[src/rtl/slc3_pkg.sv]
// Shared types and helpers for the parametrised SLC-3 datapath.
// Optional build macro used by the top: SLC3_BUS_CONFLICT_EN.
package slc3_pkg;

  // Widest datapath the sign-extension helper supports.
  localparam int unsigned MaxWidth = 64;

  typedef enum logic [1:0] {
    AlukAdd  = 2'd0,
    AlukAnd  = 2'd1,
    AlukNot  = 2'd2,
    AlukPass = 2'd3
  } aluk_t;

  typedef enum logic [1:0] {
    PcmuxInc   = 2'd0,
    PcmuxBus   = 2'd1,
    PcmuxAdder = 2'd2,
    PcmuxHold  = 2'd3
  } pcmux_t;

  typedef enum logic [1:0] {
    Addr2Zero  = 2'd0,
    Addr2Off6  = 2'd1,
    Addr2Off9  = 2'd2,
    Addr2Off11 = 2'd3
  } addr2mux_t;

  // Sign-extend value[msb:0] to MaxWidth bits; callers keep the low WIDTH bits.
  function automatic logic [MaxWidth-1:0] sext(input logic [15:0] value, input int unsigned msb);
    logic [MaxWidth-1:0] shifted;
    int unsigned         sh;
    sh      = MaxWidth - 1 - msb;
    shifted = {{(MaxWidth-16){1'b0}}, value} << sh;
    return $signed(shifted) >>> sh;
  endfunction

endpackage

[src/rtl/slc3_reg_file.sv]
// 8-entry general register file: two combinational read ports, one synchronous write port.
module slc3_reg_file
  import slc3_pkg::*;
#(
  parameter int unsigned WIDTH = 16
) (
  input  logic             Clk,
  input  logic             Reset,
  input  logic             ld_i,
  input  logic [2:0]       dr_i,
  input  logic [WIDTH-1:0] din_i,
  input  logic [2:0]       sr1_i,
  input  logic [2:0]       sr2_i,
  output logic [WIDTH-1:0] sr1_o,
  output logic [WIDTH-1:0] sr2_o
);

  logic [WIDTH-1:0] regs_q [8];

  // Synchronous clear on Reset, otherwise write the selected register when loading.
  always_ff @(posedge Clk) begin
    if (Reset) begin
      for (int i = 0; i < 8; i++) begin
        regs_q[i] <= '0;
      end
    end else if (ld_i) begin
      regs_q[dr_i] <= din_i;
    end
  end

  // Reads see the pre-edge contents, so a same-cycle write is not forwarded.
  assign sr1_o = regs_q[sr1_i];
  assign sr2_o = regs_q[sr2_i];

endmodule

[src/rtl/slc3_datapath_param.sv]
// SLC-3 datapath: PC, MAR, MDR, IR, register file, ALU, address adder, NZP/BEN and the
// shared CPU bus. WIDTH must be in 16..64; instruction fields always come from IR[15:0].
// Build macro SLC3_BUS_CONFLICT_EN adds a sticky Bus_Conflict output.
module slc3_datapath_param
  import slc3_pkg::*;
#(
  parameter int unsigned      WIDTH    = 16,
  parameter logic [WIDTH-1:0] PC_RESET = '0
) (
  input  logic             Clk,
  input  logic             Reset,
  input  logic             LD_MAR,
  input  logic             LD_MDR,
  input  logic             LD_IR,
  input  logic             LD_BEN,
  input  logic             LD_CC,
  input  logic             LD_REG,
  input  logic             LD_PC,
  input  logic             GatePC,
  input  logic             GateMDR,
  input  logic             GateALU,
  input  logic             GateMARMUX,
  input  logic [1:0]       PCMUX,
  input  logic             DRMUX,
  input  logic             SR1MUX,
  input  logic             SR2MUX,
  input  logic             ADDR1MUX,
  input  logic [1:0]       ADDR2MUX,
  input  logic [1:0]       ALUK,
  input  logic             MIO_EN,
  input  logic [WIDTH-1:0] Data_from_SRAM,
  output logic [WIDTH-1:0] Bus,
  output logic [WIDTH-1:0] PC,
  output logic [WIDTH-1:0] MAR,
  output logic [WIDTH-1:0] MDR,
  output logic [WIDTH-1:0] IR,
  output logic [2:0]       NZP,
  output logic             BEN
`ifdef SLC3_BUS_CONFLICT_EN
  ,
  output logic             Bus_Conflict
`endif
);

  logic [WIDTH-1:0] pc_q, mar_q, mdr_q, ir_q;
  logic [2:0]       nzp_q;
  logic             ben_q;

  logic [WIDTH-1:0] pc_d, mdr_d;
  logic [2:0]       nzp_d;
  logic [WIDTH-1:0] sr1_out, sr2_out, alu_b, alu_out;
  logic [WIDTH-1:0] addr1, addr2, adder_out;
  logic [2:0]       dr, sr1;

  logic [MaxWidth-1:0] off5_full, off6_full, off9_full, off11_full;
  logic [WIDTH-1:0]    off5, off6, off9, off11;

  assign off5_full  = sext(ir_q[15:0], 4);
  assign off6_full  = sext(ir_q[15:0], 5);
  assign off9_full  = sext(ir_q[15:0], 8);
  assign off11_full = sext(ir_q[15:0], 10);
  assign off5       = off5_full[WIDTH-1:0];
  assign off6       = off6_full[WIDTH-1:0];
  assign off9       = off9_full[WIDTH-1:0];
  assign off11      = off11_full[WIDTH-1:0];

  assign dr  = DRMUX ? 3'd7 : ir_q[11:9];
  assign sr1 = SR1MUX ? ir_q[8:6] : ir_q[11:9];

  slc3_reg_file #(
    .WIDTH (WIDTH)
  ) u_reg_file (
    .Clk   (Clk),
    .Reset (Reset),
    .ld_i  (LD_REG),
    .dr_i  (dr),
    .din_i (Bus),
    .sr1_i (sr1),
    .sr2_i (ir_q[2:0]),
    .sr1_o (sr1_out),
    .sr2_o (sr2_out)
  );

  // Address adder and ALU; both wrap modulo 2^WIDTH.
  always_comb begin
    addr1 = ADDR1MUX ? sr1_out : pc_q;
    unique case (addr2mux_t'(ADDR2MUX))
      Addr2Zero:  addr2 = '0;
      Addr2Off6:  addr2 = off6;
      Addr2Off9:  addr2 = off9;
      Addr2Off11: addr2 = off11;
      default:    addr2 = '0;
    endcase
    adder_out = addr1 + addr2;

    alu_b = SR2MUX ? off5 : sr2_out;
    unique case (aluk_t'(ALUK))
      AlukAdd:  alu_out = sr1_out + alu_b;
      AlukAnd:  alu_out = sr1_out & alu_b;
      AlukNot:  alu_out = ~sr1_out;
      AlukPass: alu_out = sr1_out;
      default:  alu_out = sr1_out;
    endcase
  end

  // Priority bus mux: GatePC > GateMDR > GateALU > GateMARMUX, idle bus reads zero.
  always_comb begin
    if (GatePC)          Bus = pc_q;
    else if (GateMDR)    Bus = mdr_q;
    else if (GateALU)    Bus = alu_out;
    else if (GateMARMUX) Bus = adder_out;
    else                 Bus = '0;
  end

  // Next-state values for PC, MDR and the condition codes.
  always_comb begin
    unique case (pcmux_t'(PCMUX))
      PcmuxInc:   pc_d = pc_q + WIDTH'(1);
      PcmuxBus:   pc_d = Bus;
      PcmuxAdder: pc_d = adder_out;
      PcmuxHold:  pc_d = pc_q;
      default:    pc_d = pc_q;
    endcase
    mdr_d = MIO_EN ? Data_from_SRAM : Bus;
    if (Bus[WIDTH-1])    nzp_d = 3'b100;
    else if (Bus == '0)  nzp_d = 3'b010;
    else                 nzp_d = 3'b001;
  end

  // Architectural registers; Reset overrides every load at the same edge.
  always_ff @(posedge Clk) begin
    if (Reset) begin
      pc_q  <= PC_RESET;
      mar_q <= '0;
      mdr_q <= '0;
      ir_q  <= '0;
      nzp_q <= 3'b000;
      ben_q <= 1'b0;
    end else begin
      if (LD_PC)  pc_q  <= pc_d;
      if (LD_MAR) mar_q <= Bus;
      if (LD_MDR) mdr_q <= mdr_d;
      if (LD_IR)  ir_q  <= Bus;
      if (LD_CC)  nzp_q <= nzp_d;
      // Uses the pre-edge NZP even when LD_CC fires in the same cycle.
      if (LD_BEN) ben_q <= |(ir_q[11:9] & nzp_q);
    end
  end

  assign PC  = pc_q;
  assign MAR = mar_q;
  assign MDR = mdr_q;
  assign IR  = ir_q;
  assign NZP = nzp_q;
  assign BEN = ben_q;

`ifdef SLC3_BUS_CONFLICT_EN
  logic       conflict_q;
  logic [2:0] gate_cnt;

  assign gate_cnt = 3'(GatePC) + 3'(GateMDR) + 3'(GateALU) + 3'(GateMARMUX);

  // Sticky flag raised the cycle after more than one gate drives the bus.
  always_ff @(posedge Clk) begin
    if (Reset)              conflict_q <= 1'b0;
    else if (gate_cnt > 3'd1) conflict_q <= 1'b1;
  end

  assign Bus_Conflict = conflict_q;
`endif

endmodule

[config.mk]
export PLATFORM = sky130hd
export DESIGN_NAME = slc3_datapath_param
export DESIGN_NICKNAME = d
export VERILOG_FILES = /design/src/rtl/slc3_pkg.sv /design/src/rtl/slc3_reg_file.sv /design/src/rtl/slc3_datapath_param.sv
export SDC_FILE = /design/constraint.sdc
export NUM_CORES = 1
export LEC_CHECK = 0
export ABC_AREA = 1
export CORE_MARGIN = 10
export CORE_UTILIZATION = 53
export DETAILED_ROUTE_END_ITERATION = 7
export PLACE_DENSITY = 0.77
export SLEW_MARGIN = 25
export SYNTH_ARGS = -nofsm -noshare
export SYNTH_HDL_FRONTEND = slang
export SYNTH_SLANG_ARGS = --single-unit
[constraint.sdc]
create_clock -name Clk -period 4.4 [get_ports Clk]
set_input_delay 0.88 -clock Clk [delete_from_list [all_inputs] [get_ports Clk]]
set_output_delay 0.88 -clock Clk [all_outputs]
set_load 0.05 [all_outputs]
; Yosys cells after proc, flatten, opt, wreduce, memory -nomap -nowiden
; Memories as Yosys holds them, arrays and structs flattened. A register that Yosys moved wholly into a read port is not among the register bits.
; Index checks and enable logic that the tools add are counted.
[classes]
bitwise = 4
n_eq_ne = 9
addsub = 3
n_mux = 24
reduce_logical = 7
[ops]
columns = op, count
row1 = 2-to-1 mux 16 bit, 8
row2 = case mux 16 bit (4 select lines), 2
row3 = case mux 16 bit (3 select lines), 1
row4 = adder 16 bit, 2
row5 = 2-to-1 mux 3 bit, 6
row6 = adder 16 x 1 -> 16 bit (second input constant), 1
row7 = bitwise AND 16 bit, 1
row8 = logical NOT 16 bit, 1
row9 = inverter 16 bit, 1
row10 = OR reduction 16 bit, 1
row11 = equality test 2 bit (second input constant), 6
row12 = equality test 2 x 1 -> 1 bit (second input constant), 3
row13 = logical NOT 2 bit, 3
row14 = 2-to-1 mux 1 bit, 6
row15 = bitwise AND 3 bit, 1
row16 = OR reduction 3 bit, 1
row17 = 2-to-1 mux 2 bit, 1
row18 = AND reduction 2 bit, 1
row19 = inverter 1 bit, 1
[word_totals]
register_bits = 68
input_bits = 40
mem_bits_rw = 128
output_inout_bits = 84
mem_count = 1
[memory_table]
columns = name, words, width, rd, rd_clocked_by_memory_dff, write_ports, line
row1 = u_reg_file.regs_q, 8, 16, 2, 1, 8, slc3_reg_file.sv:18  ; logic [WIDTH-1:0] regs_q [8];

; Logic depth before layout (Yosys ltp)
; Gate-level depths: netlist of run 1.
; An unclocked memory read counts as a cell.
[depth]
word_depth = 11
mapped_depth = 31
depth_no_buf = 29

; Cells and area by module
; Synthesis of run 1 repeated with hierarchy kept, for this count alone.
[hier_totals]
hier_cells = 2236
hier_area_um2 = 14495.2
[modules_own_cells]
columns = mod, area_each_um2, cells_per_inst, seq_area_each_um2, n_inst
row1 = slc3_reg_file, 7532.2, 1032, 3843.7, 1
row2 = slc3_datapath_param, 6962.9, 1204, 1361.3, 1

; Least setup slack after synthesis of run 1
; Ideal clock, no wire load.
[synth_path]
kind = input to output
from = input port SR1MUX
to = output port Bus[14]
n_path_buf = 3
stages = 25
t_required_ns = 3.520
slack_ns = -0.275
arrival_time_ns = 3.795
path_cell_list = buf_6 nand2_1 o21ai_4 inv_2 buf_4 nand3_1 nand2_1 inv_1 ha_1 inv_1 fa_1 inv_1 nand3_1 nand3_1 nand2_1 nand2_1 nand3_1 nand3b_1 nand3_1 nand2_1 nand2_1 nand2_2 a21boi_4 buf_4 inv_1
[synth_between]
elab_chain_cells = 8
[synth_lines]
columns = item, line
row1 = from (decl), slc3_datapath_param.sv:25  ; input logic SR1MUX,
row2 = 2-to-1 mux 3 bit *, slc3_datapath_param.sv:68  ; assign sr1 = SR1MUX ? ir_q[8:6] : ir_q[11:9];
row3 = memory read (8 x 16 bit) *, n/a
row4 = 2-to-1 mux 16 bit, slc3_datapath_param.sv:86  ; addr1 = ADDR1MUX ? sr1_out : pc_q;
row5 = adder 16 bit, slc3_datapath_param.sv:94  ; adder_out = addr1 + addr2;
row6 = 2-to-1 mux 16 bit, slc3_datapath_param.sv:111  ; else if (GateMARMUX) Bus = adder_out;
row7 = 2-to-1 mux 16 bit *, slc3_datapath_param.sv:110  ; else if (GateALU) Bus = alu_out;
row8 = 2-to-1 mux 16 bit *, slc3_datapath_param.sv:109  ; else if (GateMDR) Bus = mdr_q;
row9 = 2-to-1 mux 16 bit *, slc3_datapath_param.sv:108  ; if (GatePC) Bus = pc_q;
row10 = to (decl), slc3_datapath_param.sv:32  ; output logic [WIDTH-1:0] Bus,
; Every way passes the cells marked *; elsewhere a longest branch is shown, timed or not.

; Final worst setup path of run 1
[layout_path]
from = input port SR2MUX
to = output port Bus[14]
[layout_between]
elab_chain_cells = 6
[layout_lines]
columns = item, line
row1 = from (decl), slc3_datapath_param.sv:26  ; input logic SR2MUX,
row2 = 2-to-1 mux 16 bit *, slc3_datapath_param.sv:96  ; alu_b = SR2MUX ? off5 : sr2_out;
row3 = adder 16 bit or bitwise AND 16 bit (tied branches), "slc3_datapath_param.sv:98, slc3_datapath_param.sv:99"
row4 = case mux 16 bit (4 select lines) *, slc3_datapath_param.sv:97  ; unique case (aluk_t'(ALUK))
row5 = 2-to-1 mux 16 bit *, slc3_datapath_param.sv:110
row6 = 2-to-1 mux 16 bit *, slc3_datapath_param.sv:109
row7 = 2-to-1 mux 16 bit *, slc3_datapath_param.sv:108
; Marks and branches as above.

==> results of run 1 <==
==> final timing paths <==
kind / end / slack (ns) / cells past startpoint / from
worst max-delay path: Bus[14] / -0.45 / 21 / SR2MUX
worst min-delay path: MAR[14] / 0.49 / 2 / MAR[14]
worst max register to register: PC[9] / -0.12 / 34 / IR[6]
worst min register to register: MAR[14] / 0.49 / 2 / MAR[14]
==> synthesized netlist by cell type, types with 10 or more instances <==
master / count
buf_2: 18
dfxtp_1: 71
o21ai_0: 118
nand3b_1: 20
nand3_1: 246
nand2_2: 18
ha_1: 35
o211ai_1: 55
a21oi_1: 114
clkbuf_1: 69
buf_4: 11
inv_2: 10
nor2_1: 242
buf_6: 12
edfxtp_1: 128
nand2_1: 483
inv_1: 218
nand4_1: 16
xor2_1: 19
==> area by class of cell <==
type | count | area share [%]
repair buffers | 448 | 21.9
flip-flops and latches | 199 | 26.4
clock buffers | 18 | 2.15
multi-input cells | 1427 | 42.2
inverters | 231 | 4.49
clock inverters | 14 | 0.778
well taps | 330 | 2.07
==> worst min-delay path: cells and delay by family (launching register included) <==
kind | cells | cell delay (ns)
DFF | 1 | 0.34
AOI/OAI and AO/OA | 1 | 0.08
buffers and inverters | 1 | 0.05
==> stage by stage <==
stage	TNS, ns	cell area (µm²)	hold WS [ns]
after floorplan	-0.0209	13800	0.695
after global placement	-91.14	17200	0.462
after detailed placement	-98.21	17200	0.468
after CTS	-3.09	19100	0.490
after global routing	-7.12	19900	0.515
final	-4.48	19900	0.489
==> registers in the layout, indices dropped and copies added (netlist names), named ones only <==
register / flops
u_reg_file.regs_q: 128
MAR: 16
IR: 16
PC: 16
BEN: 1
NZP: 3
MDR: 16
==> cell families after synthesis <==
group / Yosys count / share of synthesized area (%)
simple gates: 1046 / 32.8
buf+inv: 347 / 10.6
compound gates: 319 / 13.4
fa+ha+maj: 37 / 3.48
xor+xnor: 21 / 1.34
flops: 199 / 38.4
==> timing repair <==
item	4_1_cts	5_1_grt
buffers inserted	43	31
endpoints found under the setup margin	140	23
cloned	7	2
endpoints found under the hold margin	0	0
pin swaps	97	74
resized for setup	199	145
==> power by group through the flow <==
stage / Clock [W] / Sequential [W] / Combinational (W)
after floorplan: 0 / 0.00233 / 0.00109
after CTS: 0.00162 / 0.00216 / 0.00262
after global routing: 0.00170 / 0.00218 / 0.00306
final: 0.00164 / 0.00217 / 0.00292
after global placement: 0 / 0.00220 / 0.00227
after detailed placement: 0 / 0.00220 / 0.00229
==> per-layer routing <==
metal  GRT usage (%)  routed length [µm]  vias up
met2            55.6               27500     1270
met4            17.3                3910        2
li1                -                   -     7207
met3            7.73                7530      280
met1            42.8               22100     7491
met5               0                  75        -
==> cell usage in the layout (no fill, tap or decap), types with 63 or more instances in the layout <==
cell type	n
nand3_1	175
nand3_2	63
nor2_1	225
nand2_1	411
clkdlybuf4s50_1	105
inv_1	203
buf_4	267
a21oi_1	97
nand2_2	76
o21ai_0	96
dfxtp_1	66
edfxtp_1	128
==> impl_metrics.tcl, run 1 <==
set metrics [dict create \
    status "finished, violations left" \
    failed_checks "DRC, setup timing" \
    avgSynthCellArea_um2 6.97 \
    final_antenna_net_count 0 \
    timing_worst_slew_pin_value_ns 0.981 \
    hp-class "reg2reg" \
    hold_buffers 0 \
    gp_congestion 1.04 \
    synth_top_area_cell "edfxtp_1" \
    critPathArrivalTime_ns 3.97 \
    finalNonFillerCells 2667 \
    finalSetupViolations 14 \
    fin_crit_ns 4.85 \
    maxCapViolCount 0 \
    cts_num_sinks 199 \
    worstSetupEndpointType "output port" \
    skew_ns 0.0201 \
    synthArstFlopShare_pct 0 \
    cts_buffer_depth 2 \
    syn_area_mm2 0.0137 \
    path_max_fanout 6 \
    sw_frac_of_total_pct 39.4 \
    clk_latency_ns 0.46 \
    layout.nets 2401 \
    multiInputGateArea_mm2 0.00841 \
    drc_errors 28 \
    hpwlAfterDp_um 42500 \
    drtIter0Drc 2635 \
    std_cell_rows 58 \
    htree_levels 4 \
    drive_above_1_share_pct 28.8 \
    clock-root-buffer "clkbuf_16" \
    crit_chain "clkdlybuf4s50_1, inv_2, o211ai_1, o21ai_0, inv_1, fa_2, inv_2, nand3_2, nand3_2, nand2_2, nand2_2, nand3_2, nand2_1, nand2_1, nand3_1, nand2_1, nand2_1, nand2_2, a21boi_4, clkinvlp_4, buf_8" \
    slowest_stage "clkdlybuf4s50_1" \
    syn_to_final_growth_pct 45.3 \
    worstSetupStartpointType "primary input" \
    core-area_mm2 0.0253 \
    pin_count 124 \
    portBuffers 123 \
    dpl.cell_count 2555 \
    synth_ff_type "edfxtp_1" \
    numCtsBuffers 17 \
    clkPwrFrac_pct 24.3 \
    fillers 1793 \
    dr.pass1.iters 8 \
    cts_tree "yes" \
    grt_pass1_wl_um 88000 \
    comb_power_share_pct 43.4 \
    ys_ff_latch 199 \
    netlist_top_cells_area "edfxtp_1 (28%), nand2_1 (13%), dfxtp_1 (10%), nand3_1 (9.0%), nor2_1 (6.6%)" \
    antenna_found_initial 1 \
    regArea_mm2 0.00527 \
    switchingPower_w 0.00265 \
    wl_per_cell_um 22.9 \
    fp.dieW_um 181 \
    p_leak_nw 8.81 \
    synth_warnings 0 \
    max-slew-margin-rel_pct 34.4 \
    setup.worst_path.class "in2out" \
    p_per_area_mw_per_mm2 337 \
    wirelength_um 61100 \
    diodes 0 \
    synth-edff-count 128 \
    power_frac_seq_pct 32.3 \
    gr-total-overflow 0 \
    cp_num_buf_inv 6 \
    dieHeight_um 181 \
    place_ws_ns -0.971 \
    synth_cell_type_count 45 \
    cpLargestDelayFamily "buffers and inverters" \
    grt_pass1_vias 14900 \
    critPathMaxStageDelay_ns 0.51 \
    grt_start_max_net_pins 43 \
    total_power_w 0.00673 \
    syn_inst 1969 \
    cp_common_cell "nand2_1" \
    rsz0062_at_grt "true" \
    required_ns 3.52 \
    utilization_pct 78.7 \
    hold_viol_final 0 \
    vias_per_cell 6.09 \
    synth_top_area_share_pct 28.0 \
    setup_slack_ns -0.455 \
    yosysSeqAreaShare_pct 38.4 \
    max_freq_ghz 0.206 \
    period_share_pct 110 \
    ir_drop_mv 0.240 \
    p_int_w 0.00408 \
    dieArea_mm2 0.0327 \
    syn_nets 2046 \
    start_util_pct 54.2 \
    grt_use_total_pct 34.5 \
    clk_pin_slew_ns 0.09 \
    num_vias 16300 \
    slew_violations 0 \
]
No activity file was read; power rests on OpenSTA's default activity.
==> run 2, diff against run 1 <==
--- a/config.mk
+++ b/config.mk
@@ -7,10 +7,11 @@
 export LEC_CHECK = 0
 export ABC_AREA = 1
 export CORE_MARGIN = 10
-export CORE_UTILIZATION = 53
+export CORE_UTILIZATION = 54
 export DETAILED_ROUTE_END_ITERATION = 7
-export PLACE_DENSITY = 0.77
+export PLACE_DENSITY = 0.78
 export SLEW_MARGIN = 25
 export SYNTH_ARGS = -nofsm -noshare
 export SYNTH_HDL_FRONTEND = slang
+export SYNTH_HIERARCHICAL = 1
 export SYNTH_SLANG_ARGS = --single-unit
==> impl_metrics.tcl, run 2 <==
set metrics [dict create \
    comb_power_share_pct 38.9 \
    synth_top_area_share_pct 26.5 \
    start_util_pct 55.3 \
    fillers 2134 \
    layout.nets 2596 \
    fp.dieW_um 184 \
    hold_buffers 0 \
    skew_ns 0.0294 \
    finalNonFillerCells 2868 \
    final_cell_mix "nand2_1 (718), inv_1 (347), nor2_1 (223)" \
    std_cell_rows 59 \
    synth_cell_type_count 47 \
    synth_warnings 6 \
    p_per_area_mw_per_mm2 334 \
    grt_pass1_wl_um 85500 \
    fin_setup_tns_ns -5.28 \
    wirelength_um 56700 \
    num_vias 16300 \
    gp_congestion 0.985 \
    pin_count 124 \
    dpl.cell_count 2806 \
    syn_to_final_growth_pct 31.4 \
    maxCapViolCount 0 \
    cp_num_buf_inv 7 \
    mostFrequentLayoutCell "nand2_1" \
    gr-total-overflow 0 \
    fin_crit_ns 4.94 \
    yosysSeqAreaShare_pct 35.9 \
    largest_reg_flops 128 \
    finalSetupViolations 15 \
    cts_buffer_depth 2 \
    hpwlAfterDp_um 40400 \
    numCtsBuffers 17 \
    synth-edff-count 128 \
    switchingPower_w 0.00253 \
    cp_common_cell "nand2_1" \
    ir_drop_mv 0.255 \
    dieArea_mm2 0.0338 \
    sw_frac_of_total_pct 39.8 \
    slowest_stage "ha_1" \
    setup.worst_path.class "in2out" \
    syn_inst 2236 \
    htree_levels 4 \
    synth_common_cells "nand2_1 (784), inv_1 (362), nor2_1 (232)" \
    synthArstFlopShare_pct 0 \
    failed_checks "setup timing" \
    grt_use_total_pct 32.4 \
    slew_violations 0 \
    syn_nets 2313 \
    avgSynthCellArea_um2 6.48 \
    cts_tree "yes" \
    cts_num_sinks 196 \
    critPathArrivalTime_ns 4.06 \
    p_int_w 0.00383 \
    max-slew-margin-rel_pct 28.9 \
    setup_slack_ns -0.540 \
    vias_per_cell 5.67 \
    wl_per_cell_um 19.8 \
    grt_pass1_vias 15400 \
    status "finished, violations left" \
    final_antenna_net_count 0 \
    core-area_mm2 0.0262 \
    p_leak_nw 9.53 \
    regToRegSetupSlack_ns 0.31 \
    required_ns 3.52 \
    cpLargestDelayFamily "simple AND/OR/NAND/NOR gates" \
    hp-class "reg2reg" \
    clock-root-buffer "clkbuf_16" \
    top_register "u_reg_file/regs_q" \
    hold_viol_final 0 \
    worstSetupStartpointType "primary input" \
    max_freq_ghz 0.202 \
    ys_ff_latch 196 \
    power_frac_seq_pct 33.3 \
    syn_area_mm2 0.0145 \
    path_max_fanout 7 \
    period_share_pct 112 \
    dieHeight_um 184 \
    critPathMaxStageDelay_ns 0.38 \
    drc_errors 0 \
    drive_above_1_share_pct 19.2 \
    synth_top_area_cell "edfxtp_1" \
    portBuffers 123 \
    dr.pass1.iters 7 \
    clk_pin_slew_ns 0.09 \
    worstSetupEndpointType "output port" \
    netlist_top_cells_area "edfxtp_1 (27%), nand2_1 (20%), dfxtp_1 (9.4%), inv_1 (9.4%), nand3_1 (7.4%)" \
    synth_most_common_cell "nand2_1" \
    synth_ff_type "edfxtp_1" \
    antenna_found_initial 0 \
    timing_worst_slew_pin_value_ns 1.06 \
    drtIter0Drc 2328 \
    clkPwrFrac_pct 27.8 \
    grt_start_max_net_pins 67 \
    clk_latency_ns 0.46 \
    rsz0062_at_grt "true" \
]
-- run 2: per-stage QoR --
step / area, µm² / setup WS [ns] / hold slack (ns) / power (W) / utilization [%]
2_1_floorplan: 14600 / 0.00124 / 0.695 / 0.00341 / -
3_3_place_gp: 17500 / -0.890 / 0.461 / 0.00434 / 66.9
3_5_place_dp: 17500 / -0.950 / 0.463 / 0.00437 / 66.9
4_1_cts: 18600 / -0.433 / 0.489 / 0.00620 / 71.0
5_1_grt: 19000 / -0.686 / 0.497 / 0.00661 / 72.7
6_report: 19000 / -0.540 / 0.484 / 0.00637 / 72.7
-- run 2: power groups by stage --
| stage | registers [W] | clock network [W] | logic (W) |
|---|---|---|---|
| finish | 0.00212 | 0.00177 | 0.00248 |
| global route | 0.00213 | 0.00184 | 0.00265 |
| CTS | 0.00211 | 0.00177 | 0.00232 |
| detailed placement | 0.00216 | 0 | 0.00222 |
| global placement | 0.00215 | 0 | 0.00219 |
| floorplan | 0.00229 | 0 | 0.00112 |
-- run 2: worst paths after layout --
check              start  endpoint  cells after the start
setup / recovery  SR1MUX   Bus[15]                     26
hold / removal    NZP[1]    NZP[1]                      2
setup reg to reg   IR[0]    NZP[0]                     27
hold reg to reg   NZP[1]    NZP[1]                      2
-- run 2: routing by layer --
layer	global-route usage (%)	up-vias	routed length [µm]
met3	5.97	175	6690
met4	13.9	0	2180
li1	-	7572	-
met1	42.2	7479	21800
met2	51.7	1048	26000
met5	0	-	0
-- run 2: layout make-up --
type	instances	area, µm²	share of cell area [%]
sequential	196	5210	27.3
multi-input combinational	1568	7830	41.1
clock buffer	17	425	2.23
clock inverter	15	229	1.20
tap	335	419	2.20
timing repair buffer	363	3520	18.5
inverter	373	1420	7.44
antenna	1	2.50	0.0131
-- run 2: cells by family (layout without fill, tap and decap cells) --
group | count (synthesis) | count (layout) | share of synthesized area [%]
AO/OA/AOI/OAI | 217 | 217 | 9.35
XOR/XNOR | 10 | 10 | 0.604
AND/OR/NAND/NOR | 1303 | 1303 | 37.2
multiplexers | 1 | 1 | 0.0777
adder cells (fa/ha/maj) | 37 | 37 | 3.30
flip-flops | 196 | 196 | 35.9
other | 0 | 1 | 0
buffers and inverters | 472 | 768 | 13.5
-- run 2: what timing repair did --
item / 4_1_cts / 5_1_grt
buffers inserted: 16 / 10
pin swaps: 16 / 27
cloned: 2 / 1
endpoints found under the setup margin: 85 / 36
gates resized for setup: 76 / 94
-- run 2: tightest hold or removal path, cell delays in order, from the launching register on --
cell and delay [ns]:
dfxtp_1 0.33, nand2_1 0.06, a21oi_1 0.05
